[config.mk]
export PLATFORM = sky130hd
export DESIGN_NAME = i2c_master_fsm
export DESIGN_NICKNAME = d
export VERILOG_FILES = /design/src/rtl/i2c_master_fsm.sv
export SDC_FILE = /design/constraint.sdc
export NUM_CORES = 1
export LEC_CHECK = 0
export ABC_AREA = 1
export CAP_MARGIN = 20
export CORE_MARGIN = 3
export CORE_UTILIZATION = 55
export CTS_BUF_LIST = sky130_fd_sc_hd__clkbuf_8
export DETAILED_ROUTE_END_ITERATION = 10
export PLACE_DENSITY_LB_ADDON = 0.08
export SLEW_MARGIN = 15
export SYNTH_ARGS = -nofsm -noshare
export SYNTH_HDL_FRONTEND = slang
export SYNTH_SLANG_ARGS = --single-unit
[constraint.sdc]
create_clock -name pclk -period 2.5 [get_ports pclk]
set_clock_uncertainty 0.15 [all_clocks]
set_input_delay 0.25 -clock pclk [delete_from_list [all_inputs] [get_ports pclk]]
set_output_delay 0.25 -clock pclk [all_outputs]
set_load 0.01 [all_outputs]
[src/rtl/i2c_master_fsm.sv]
// Single-byte I2C master sequencer. It drives SDA (open drain) and tells an
// external SCL generator when to start and when to park SCL high. Each
// transaction is START, address + R/W, ACK, one data byte, ACK/NACK, STOP.
//
// state   | meaning
// --------+------------------------------------------------------------
// IDLE    | waiting for start; SDA released, SCL parked high
// START   | SDA held low with SCL high for SETUP_CYC cycles
// EN      | one-cycle i_clock_en pulse to launch the SCL generator
// ADDR    | shifting out {addr,rw}, sampling the slave ACK on bit 9
// DATA    | shifting wdata out (write) or sda_in in (read), bit 9 ACK/NACK
// STOP    | i_clock_stop pulse, then SDA low with SCL high for STOP_CYC
// DONE    | one-cycle done pulse, back to IDLE
module i2c_master_fsm #(
  parameter int SETUP_CYC = 8,
  parameter int STOP_CYC  = 8
) (
  input  logic       pclk,
  input  logic       prst_n,
  input  logic       start,
  input  logic       rw,
  input  logic [6:0] addr,
  input  logic [7:0] wdata,
  input  logic       i_clk,
  input  logic       sda_in,
  output logic       i_clock_en,
  output logic       i_clock_stop,
  output logic       sda_oe,
  output logic       busy,
  output logic       done,
  output logic       ack_err,
  output logic [7:0] rdata
);

  typedef enum logic [2:0] {
    ST_IDLE,
    ST_START,
    ST_EN,
    ST_ADDR,
    ST_DATA,
    ST_STOP,
    ST_DONE
  } state_t;

  localparam logic [7:0] SETUP_LD = 8'(SETUP_CYC);
  localparam logic [7:0] STOP_LD  = 8'(STOP_CYC);

  state_t     state;
  logic       i_clk_q;
  logic       scl_rise;
  logic       scl_fall;
  logic [7:0] shift_q;
  logic [7:0] wdata_q;
  logic       rw_q;
  logic [3:0] bit_cnt;
  logic [7:0] hold_cnt;

  assign scl_rise = ~i_clk_q & i_clk;
  assign scl_fall = i_clk_q & ~i_clk;

  // Delayed copy of SCL for the one-cycle rise/fall strobes; SCL idles high.
  always_ff @(posedge pclk or negedge prst_n) begin
    if (!prst_n) begin
      i_clk_q <= 1'b1;
    end else begin
      i_clk_q <= i_clk;
    end
  end

  // Transaction sequencer with all outputs registered.
  always_ff @(posedge pclk or negedge prst_n) begin
    if (!prst_n) begin
      state        <= ST_IDLE;
      i_clock_en   <= 1'b0;
      i_clock_stop <= 1'b0;
      sda_oe       <= 1'b0;
      busy         <= 1'b0;
      done         <= 1'b0;
      ack_err      <= 1'b0;
      rdata        <= 8'h00;
      shift_q      <= 8'h00;
      wdata_q      <= 8'h00;
      rw_q         <= 1'b0;
      bit_cnt      <= 4'd0;
      hold_cnt     <= 8'd0;
    end else begin
      case (state)
        ST_IDLE: begin
          done <= 1'b0;
          if (start) begin
            shift_q  <= {addr, rw};
            wdata_q  <= wdata;
            rw_q     <= rw;
            ack_err  <= 1'b0;
            busy     <= 1'b1;
            sda_oe   <= 1'b1;
            bit_cnt  <= 4'd0;
            hold_cnt <= SETUP_LD;
            state    <= ST_START;
          end
        end

        // Down-count the START hold; terminal count at 1 gives SETUP_CYC cycles.
        ST_START: begin
          if (hold_cnt <= 8'd1) begin
            hold_cnt   <= 8'd0;
            i_clock_en <= 1'b1;
            state      <= ST_EN;
          end else begin
            hold_cnt <= hold_cnt - 8'd1;
          end
        end

        ST_EN: begin
          i_clock_en <= 1'b0;
          state      <= ST_ADDR;
        end

        ST_ADDR: begin
          if (scl_rise) begin
            if (bit_cnt == 4'd8 && sda_in) ack_err <= 1'b1;
            if (bit_cnt != 4'd9) bit_cnt <= bit_cnt + 4'd1;
          end else if (scl_fall) begin
            if (bit_cnt <= 4'd7) begin
              sda_oe  <= ~shift_q[7];
              shift_q <= {shift_q[6:0], 1'b0};
            end else if (bit_cnt == 4'd8) begin
              sda_oe <= 1'b0;
            end else if (ack_err) begin
              sda_oe       <= 1'b1;
              i_clock_stop <= 1'b1;
              hold_cnt     <= STOP_LD;
              state        <= ST_STOP;
            end else begin
              // This fall already belongs to data bit 1.
              bit_cnt <= 4'd0;
              state   <= ST_DATA;
              if (rw_q) begin
                sda_oe <= 1'b0;
              end else begin
                sda_oe  <= ~wdata_q[7];
                shift_q <= {wdata_q[6:0], 1'b0};
              end
            end
          end
        end

        ST_DATA: begin
          if (scl_rise) begin
            if (bit_cnt <= 4'd7 && rw_q) rdata <= {rdata[6:0], sda_in};
            if (bit_cnt == 4'd8 && !rw_q && sda_in) ack_err <= 1'b1;
            if (bit_cnt != 4'd9) bit_cnt <= bit_cnt + 4'd1;
          end else if (scl_fall) begin
            if (bit_cnt <= 4'd7) begin
              sda_oe  <= rw_q ? 1'b0 : ~shift_q[7];
              shift_q <= {shift_q[6:0], 1'b0};
            end else if (bit_cnt == 4'd8) begin
              // ACK slot on write, NACK from the master on a single-byte read.
              sda_oe <= 1'b0;
            end else begin
              sda_oe       <= 1'b1;
              i_clock_stop <= 1'b1;
              hold_cnt     <= STOP_LD;
              state        <= ST_STOP;
            end
          end
        end

        // SCL parks high after the stop pulse; SDA is released at terminal count.
        ST_STOP: begin
          if (i_clock_stop) begin
            i_clock_stop <= 1'b0;
          end else if (hold_cnt <= 8'd1) begin
            hold_cnt <= 8'd0;
            sda_oe   <= 1'b0;
            busy     <= 1'b0;
            done     <= 1'b1;
            state    <= ST_DONE;
          end else begin
            hold_cnt <= hold_cnt - 8'd1;
          end
        end

        ST_DONE: begin
          done  <= 1'b0;
          state <= ST_IDLE;
        end

        default: state <= ST_IDLE;
      endcase
    end
  end

endmodule

==> results of run 1 <==
==> synth_stat cells, drive strengths merged <==
| master | instances |
|---|---|
| nor2 | 38 |
| o21ai | 40 |
| nand4 | 8 |
| dfrtp | 46 |
| dfstp | 1 |
| a31oi | 1 |
| or2 | 1 |
| xor2 | 5 |
| nand2 | 137 |
| nand3 | 20 |
| buf | 7 |
| inv | 48 |
| nand3b | 1 |
| o211ai | 1 |
| and3 | 7 |
| nor3 | 3 |
| a21oi | 11 |
| ha | 7 |
==> path summary, 6_finish.rpt <==
check                                             from                      end
max in group asynchronous                       prst_n       sda_oe$_DFFE_PN0P_
min in group asynchronous                       prst_n  hold_cnt[5]$_DFFE_PN0P_
worst min-delay path                             i_clk        i_clk_q$_DFF_PN1_
worst max register to register    state[2]$_DFFE_PN0P_     rdata[7]$_DFFE_PN0P_
worst min register to register  wdata_q[2]$_DFFE_PN0P_   wdata_q[2]$_DFFE_PN0P_
worst max-delay path              state[2]$_DFFE_PN0P_     rdata[7]$_DFFE_PN0P_
==> timing repair <==
item                       4_1_cts  5_1_grt
hold buffers                     1        0
setup endpoints to repair        0        0
hold endpoints to repair        22        0
==> sequential cells by signal, indices dropped and copies added, names as in the netlist, 3 cells and up <==
name / flops
rdata: 8
state: 3
shift_q: 8
bit_cnt: 4
hold_cnt: 8
wdata_q: 8
==> cell families (layout without fill, tap and decap cells) <==
| group | Yosys count | after routing | synth area share [%] |
|---|---|---|---|
| fa+ha+maj | 7 | 7 | 2.95 |
| simple gates | 215 | 215 | 35.1 |
| compound gates | 53 | 53 | 11.6 |
| flops | 47 | 47 | 39.7 |
| xor+xnor | 5 | 5 | 1.48 |
| buf+inv | 55 | 94 | 9.20 |
==> metal layers <==
layer  share of wire, %  wire, um  up-vias
li1                   -         -     1289
met1                 49      2900     1143
met2                 46      2710       37
met3                3.5       206        5
met4                1.1        65        0
met5                  0         0        -
==> layout make-up <==
cell class,instances,area (um^2),share of cell area [%]
Inverter,48,185,5.40
Multi-Input combinational cell,280,1520,44.2
Tap cell,70,87.6,2.55
Clock buffer,5,68.8,2.01
Clock inverter,3,15.0,0.438
Timing Repair Buffer,38,380,11.1
Sequential cell,47,1180,34.3
==> power breakdown <==
part / switching (W) / internal (W) / total [W] / leakage, nW
logic: 0.00133 / 0.000876 / 0.00221 / 1.02
registers: 0.000311 / 0.00107 / 0.00139 / 0.584
clock network: 0.000245 / 0.000190 / 0.000435 / 0.0467
total: 0.00189 / 0.00214 / 0.00403 / 1.65
==> metrics by stage <==
stage / utilization (%) / area [um^2]
after global placement: 64.5 / 3340
after CTS: 66.3 / 3430
after detailed placement: 64.5 / 3340
final: 66.3 / 3430
after floorplan: - / 2970
after global routing: 66.3 / 3430
==> metrics.txt, run 1 <==
row count=26; Skew-Pair Late Insertion Delay=roughly 0.30 ns; Die Y=just under 80 um; initial antenna violation count=0; class of the worst hold path=input pin to register; Tcrit/Tclk final=between 80% and 90%; Max-slew headroom=61.6%; unrepaired setup endpoints after global routing=no; Worst Setup End Kind=register; GRT met3 Usage=4.63%; critical path data arrival time=2.05 ns; Synth-to-Final Area Change=15.7%; Critical Path Fanout Max=16; GRT Max-Usage Layer=met2; met1 Usage GRT=just under 30%; Initial DRC Count=98; post-cts sizing count=0; dominant cells by area after synthesis=dfrtp_1, nand2_1, o21ai_2; NumNets Final=~450; vias=approximately 2500; vias in the first global route=between 2000 and 2500; #FFs+latches synth=47; core area=about 0.0052 mm^2; worst hold slack=between 0.2 and 0.3 ns; Seq/Total Area, Yosys=between 30% and 40%; outcome=finished, final reports clean; largest net degree at the start of global routing=25; cell taking the most area after synthesis=dfrtp_1; post-CTS setup buffer count=0; I/O pin total=35; CTS root buf=clkbuf_8; post-DR vias/cell=slightly above 5; grt total ovfl=0; Max Slew Vio Count=0; pwr dens=roughly 1200 mW/mm^2; die area=between 0.006 and 0.007 mm^2; ANT cells=0; GRT met2 Usage=31.6%; DR pass1 iterations=4; Setup TNS=0 ns; Antenna Violating Nets Remaining=0; Max VDD drop=approximately 0.59 mV; Die Wd=79.4 um; Crit path buffers/inverters=0; Yosys warnings=0; Placed Instances=482; type of origin of the critical path=register; commonest non-fill, non-tap cell in the layout=nand2_1; Power Total=just over 0.004 W; non-filler cells, final=slightly below 500; Fillers=471; most frequent cells in the layout=nand2_1, dfrtp_1, inv_1, clkdlybuf4s50_1, nor2_1; worst setup slack after layout=between 0.4 and 0.5 ns; Setup WS pre-CTS=just over 0.3 ns; Total GRT Usage=~21%; top cell type's share of synthesized area=between 30% and 40%; IO buf count=34; Final Hold Fails=0; CP max-delay cell=dfrtp_1; Worst-Margin Slew=0.576 ns; share of layout cells above drive strength 1=17.8%; Num CTS Buffers=5; Reg clk slew, reported paths=~0.090 ns; Slowest Stage Delay on Critical Path=a little under 0.7 ns; CP top delay family=simple AND/OR/NAND/NOR gates; Initial Util=around 57%; Max Buffers Root-to-Sink=2; crit path time final=2.04 ns; r2r setup slk=0.46 ns; Post-Route WL=5890 um; Max Clk Rate=490 MHz; critical path class=register to register; worst endpoint required time=between 2 and 3 ns; H-tree depth=2; first-pass GRT wire length=about 10000 um; P_leak=1.65 nW; synthesized area=between 0.002 and 0.003 mm^2; syn_nets=410; worst path cell trace=nand2_2, nor2_4, nand2_1, nor3_4, o21ai_0; RD Place Congestion=about 0.84; Worst Hold Path Cells=1; Post-DP HPWL=approximately 4500 um; critical path depth=5; CTS tree=built; Post-Syn Area per Cell=about 7.8 um^2; R2R cell count=5; clock sinks=47; Max Cap Viol=0; Post-Synthesis Cells=between 300 and 400; Distinct cells, synth=33; Remaining DRCs=0; Routed wire per std cell=between 10 and 15 um; setup violators final=0
Power figures use the tool's default switching activity.
==> run 2: changes to the inputs <==
- CORE_UTILIZATION: 55 -> 52
- clock period: 2.5 -> 1.6 ns (I/O delays scaled with it)
==> metrics.txt, run 2 (synthesis gave the netlist of run 1 again) <==
outcome=complete, but fails checks; failing checks=setup timing; I/O pin total=35; Initial Util=about 56%; Max VDD drop=approximately 1.1 mV; IO buf count=34; Worst-Margin Slew=0.507 ns; Total GRT Usage=a little over a quarter; core area=between 0.005 and 0.006 mm^2; first-pass GRT wire length=between 10000 and 15000 um; NumNets Final=523; worst setup slack after layout=-0.188 ns; row count=26; die area=~0.0066 mm^2; Setup TNS=-3.94 ns; Max Slew Vio Count=0; Num CTS Buffers=5; CTS tree=built; Max-slew headroom=~66%; Worst Setup End Kind=register; Die Y=slightly above 80 um; initial antenna violation count=0; worst hold slack=0.213 ns; DR pass1 iterations=5; unrepaired setup endpoints after global routing=yes; worst setup path start=state[2]$_DFFE_PN0P_; Post-DP HPWL=around 5200 um; Initial DRC Count=between 200 and 250; crit path time final=around 1.8 ns; worst endpoint required time=between 1.5 and 2 ns; most frequent cells in the layout=nand2_1, buf_4, dfrtp_1, inv_1, clkdlybuf4s50_1; Post-Route WL=8530 um; pwr dens=1930 mW/mm^2; class of the worst hold path=input pin to register; Hold Crit Start=i_clk; Remaining DRCs=0; ANT cells=0; non-filler cells, final=about 570; Max Clk Rate=approximately 560 MHz; CTS root buf=clkbuf_8; Tcrit/Tclk final=112%; Reg clk slew, reported paths=0.09 ns; reg2reg start=state[2]$_DFFE_PN0P_; Critical Path Fanout Max=8; Max Buffers Root-to-Sink=2; Placed Instances=about 540; grt total ovfl=0; P_leak=approximately 2.1 nW; Routed wire per std cell=roughly 15 um; H-tree depth=2; Synth-to-Final Area Change=51.2%; clock sinks=between 40 and 50; largest net degree at the start of global routing=28; share of layout cells above drive strength 1=44.2%; commonest non-fill, non-tap cell in the layout=nand2_1; Skew-Pair Late Insertion Delay=approximately 0.30 ns; critical path data arrival time=approximately 1.8 ns; critical path class=register to register; type of origin of the critical path=register; Die Wd=slightly above 80 um; setup violators final=40; vias=3047; Max Cap Viol=0; Final Hold Fails=0; Antenna Violating Nets Remaining=0; RD Place Congestion=between 0.9 and 1; vias in the first global route=approximately 2900; post-DR vias/cell=between 5 and 6
run 2: critical path, cell delays in order, from the launching register on:
cell and delay, ns:
dfrtp_2 0.51, inv_4 0.12, nand3_4 0.17, nand2_2 0.14, nand2_4 0.08, nor2_4 0.25, nand2_8 0.13, nand2_2 0.08
o21ai_2 0.05
run 2: area by class of cell:
cell class | count | area, um^2
Fill cell | 298 | 820
Tap cell | 70 | 87.6
Inverter | 48 | 195
Multi-Input combinational cell | 282 | 1910
Timing Repair Buffer | 111 | 1010
Clock buffer | 7 | 96.3
Clock inverter | 1 | 3.75
Sequential cell | 47 | 1180
run 2: report_power, final:
group	switching, W	leakage (nW)	internal [W]
clock	0.000405	0.0557	0.000389
combinational	0.00317	1.51	0.00255
sequential	0.000440	0.580	0.00169
total	0.00402	2.14	0.00462
run 2: stage by stage:
step           utilization (%)  worst slack, ns  area (um^2)  power (W)
2_1_floorplan                -          -0.0708         3020    0.00498
3_3_place_gp              72.8           -0.364         3860    0.00636
6_report                  84.5           -0.188         4480    0.00864
5_1_grt                   84.5           -0.278         4480    0.00922
4_1_cts                   79.9           -0.137         4240    0.00784
3_5_place_dp              72.8           -0.416         3860    0.00647
run 2: layer usage:
metal / vias to the layer above / share of wire (%) / GRT usage (%)
li1: 1453 / - / -
met1: 1463 / 43 / 35.0
met2: 109 / 50 / 44.1
met3: 22 / 5.1 / 3.95
met4: 0 / 2.0 / 6.42
met5: - / 0 / 0
run 2: path summary, 6_finish.rpt:
path,end,slack [ns],cells past startpoint
hold reg to reg,wdata_q[5]$_DFFE_PN0P_,0.33,2
max in group asynchronous,state[0]$_DFFE_PN0P_,0.51,3
setup reg to reg,shift_q[7]$_DFFE_PN0P_,-0.19,8
setup / recovery,shift_q[7]$_DFFE_PN0P_,-0.19,8
hold / removal,i_clk_q$_DFF_PN1_,0.21,1
min in group asynchronous,rdata[6]$_DFFE_PN0P_,0.26,2
run 2: timing repair:
action / in CTS / in global routing
pin swaps: 16 / 32
setup buffers: 9 / 5
resized for setup: 52 / 58
cloned: 2 / 0
endpoints found under the setup margin: 45 / 45
endpoints found under the hold margin: 19 / 0
hold buffers: 1 / 0
==> run 3: changes to the inputs <==
- CORE_MARGIN: 3 -> unset
- CORE_UTILIZATION: 52 -> 55
- clock period: 1.6 -> 1.74 ns (I/O delays scaled with it)
==> metrics.txt, run 3 (synthesis gave the netlist of run 1 again) <==
outcome=complete, but fails checks; failing checks=setup timing; Final Hold Fails=0; first-pass GRT wire length=~11000 um; Skew-Pair Late Insertion Delay=around 0.3 ns; Internal=around 0.0039 W; Tcrit/Tclk final=103%; die area=0.00569 mm^2; Initial Util=between 50% and 60%; Max Buffers Root-to-Sink=2; Routed wire per std cell=around 14 um; Worst-Margin Slew=around 0.55 ns; Max Cap Viol=0; vias=slightly below 3000; DR pass1 iterations=5; vias in the first global route=~2400; initial antenna violation count=0; core area=0.00514 mm^2; Reg clk slew, reported paths=0.09 ns; Synth-to-Final Area Change=40.3%; Switch Pwr=between 0.003 and 0.004 W; Total GRT Usage=25.6%; Critical Path Fanout Max=8; IO buf count=34; clock share of power=under 10%; Worst Setup End Kind=register; worst endpoint required time=approximately 1.8 ns; Die Y=75.4 um; unrepaired setup endpoints after global routing=yes; Max-slew headroom=63.2%; most frequent cells in the layout=nand2_1, dfrtp_1, buf_4, clkdlybuf4s50_1, inv_1; Num CTS Buffers=5; H-tree depth=2; P_leak=roughly 2.0 nW; clock sinks=47; Post-DP HPWL=around 5000 um; row count=26; Max Clk Rate=about 560 MHz; worst hold slack=0.248 ns; RD Place Congestion=between 0.8 and 0.9; setup violators final=10; part of the power in combinational logic=a little over three fifths; share of layout cells above drive strength 1=around 37%; Post-Route WL=roughly 7700 um; critical path class=register to register; type of origin of the critical path=register; grt total ovfl=0; Max Slew Vio Count=0; Max VDD drop=~1.1 mV; Antenna Violating Nets Remaining=0; CTS root buf=clkbuf_8; Initial DRC Count=202; Power Total=approximately 0.0073 W; I/O pin total=35; pwr dens=~1800 mW/mm^2; Remaining DRCs=0; largest net degree at the start of global routing=25; Sw Share=46.4%; r2r setup slk=-0.04 ns; worst setup slack after layout=-0.0436 ns; ANT cells=0; Setup TNS=-0.256 ns; CTS tree=built; class of the worst hold path=input pin to register; Seq pwr share=27.9%; post-DR vias/cell=between 5 and 6; Die Wd=75.4 um; commonest non-fill, non-tap cell in the layout=nand2_1; NumNets Final=around 500; critical path data arrival time=about 1.8 ns; crit path time final=1.78 ns
run 3: repair_timing:
item                                    CTS  global route
gates cloned                              2             1
hold buffers                              1             0
endpoints found under the hold margin    22             0
pin swaps                                 0            26
endpoints found under the setup margin   24            43
gates resized for setup                  15            74
buffers inserted                          2             9
run 3: final timing paths:
kind,startpoint,end,cells after the start
setup / recovery,i_clk_q$_DFF_PN1_,hold_cnt[5]$_DFFE_PN0P_,9
hold / removal,wdata[7],wdata_q[7]$_DFFE_PN0P_,3
setup reg to reg,i_clk_q$_DFF_PN1_,hold_cnt[5]$_DFFE_PN0P_,9
hold reg to reg,wdata_q[4]$_DFFE_PN0P_,wdata_q[4]$_DFFE_PN0P_,2
max in group asynchronous,prst_n,state[0]$_DFFE_PN0P_,3
min in group asynchronous,prst_n,bit_cnt[3]$_DFFE_PN0P_,2
run 3: per-stage QoR:
stage               area [um^2]  setup slack (ns)  std cells  utilization, %
global placement           3610            -0.163        516            70.3
floorplan                  2970            0.0286        382               -
global route               4160            -0.110        539            80.9
CTS                        3810          -0.00732        529            74.2
detailed placement         3610            -0.271        516            70.3
finish                     4160           -0.0436        539            80.9
run 3: final cells by class:
type                            count  area [um^2]
Multi-Input combinational cell    281         1810
Sequential cell                    47         1180
Fill cell                         347          980
Timing Repair Buffer               85          807
Inverter                           48          193
Tap cell                           70         87.6
Clock buffer                        5         68.8
Clock inverter                      3         15.0
run 3: routing by layer:
| layer | vias to the layer above | track usage [%] | part of all wire, % |
|---|---|---|---|
| met3 | 29 | 4.10 | 4.6 |
| met4 | 0 | 7.82 | 3.6 |
| met5 | - | 0 | 0 |
| li1 | 1389 | - | - |
| met2 | 102 | 40.3 | 48 |
| met1 | 1363 | 36.5 | 44 |
run 3: power by group through the flow:
| stage | sequential [W] | combinational (W) | clock (W) |
|---|---|---|---|
| 2_1_floorplan | 0.00189 | 0.00260 | 0 |
| 3_3_place_gp | 0.00195 | 0.00357 | 0 |
| 3_5_place_dp | 0.00196 | 0.00367 | 0 |
| 4_1_cts | 0.00195 | 0.00406 | 0.000656 |
| 5_1_grt | 0.00209 | 0.00505 | 0.000693 |
| 6_report | 0.00204 | 0.00463 | 0.000643 |
run 3: critical path, cell delays in order (launching register included):
cell and delay (ns):
dfstp_2 0.57, inv_2 0.05, ha_4 0.17, nand3_2 0.08, o21ai_2 0.07, nor2_4 0.15
nand3_4 0.13, buf_12 0.18, nand2_2 0.06, o21ai_2 0.05
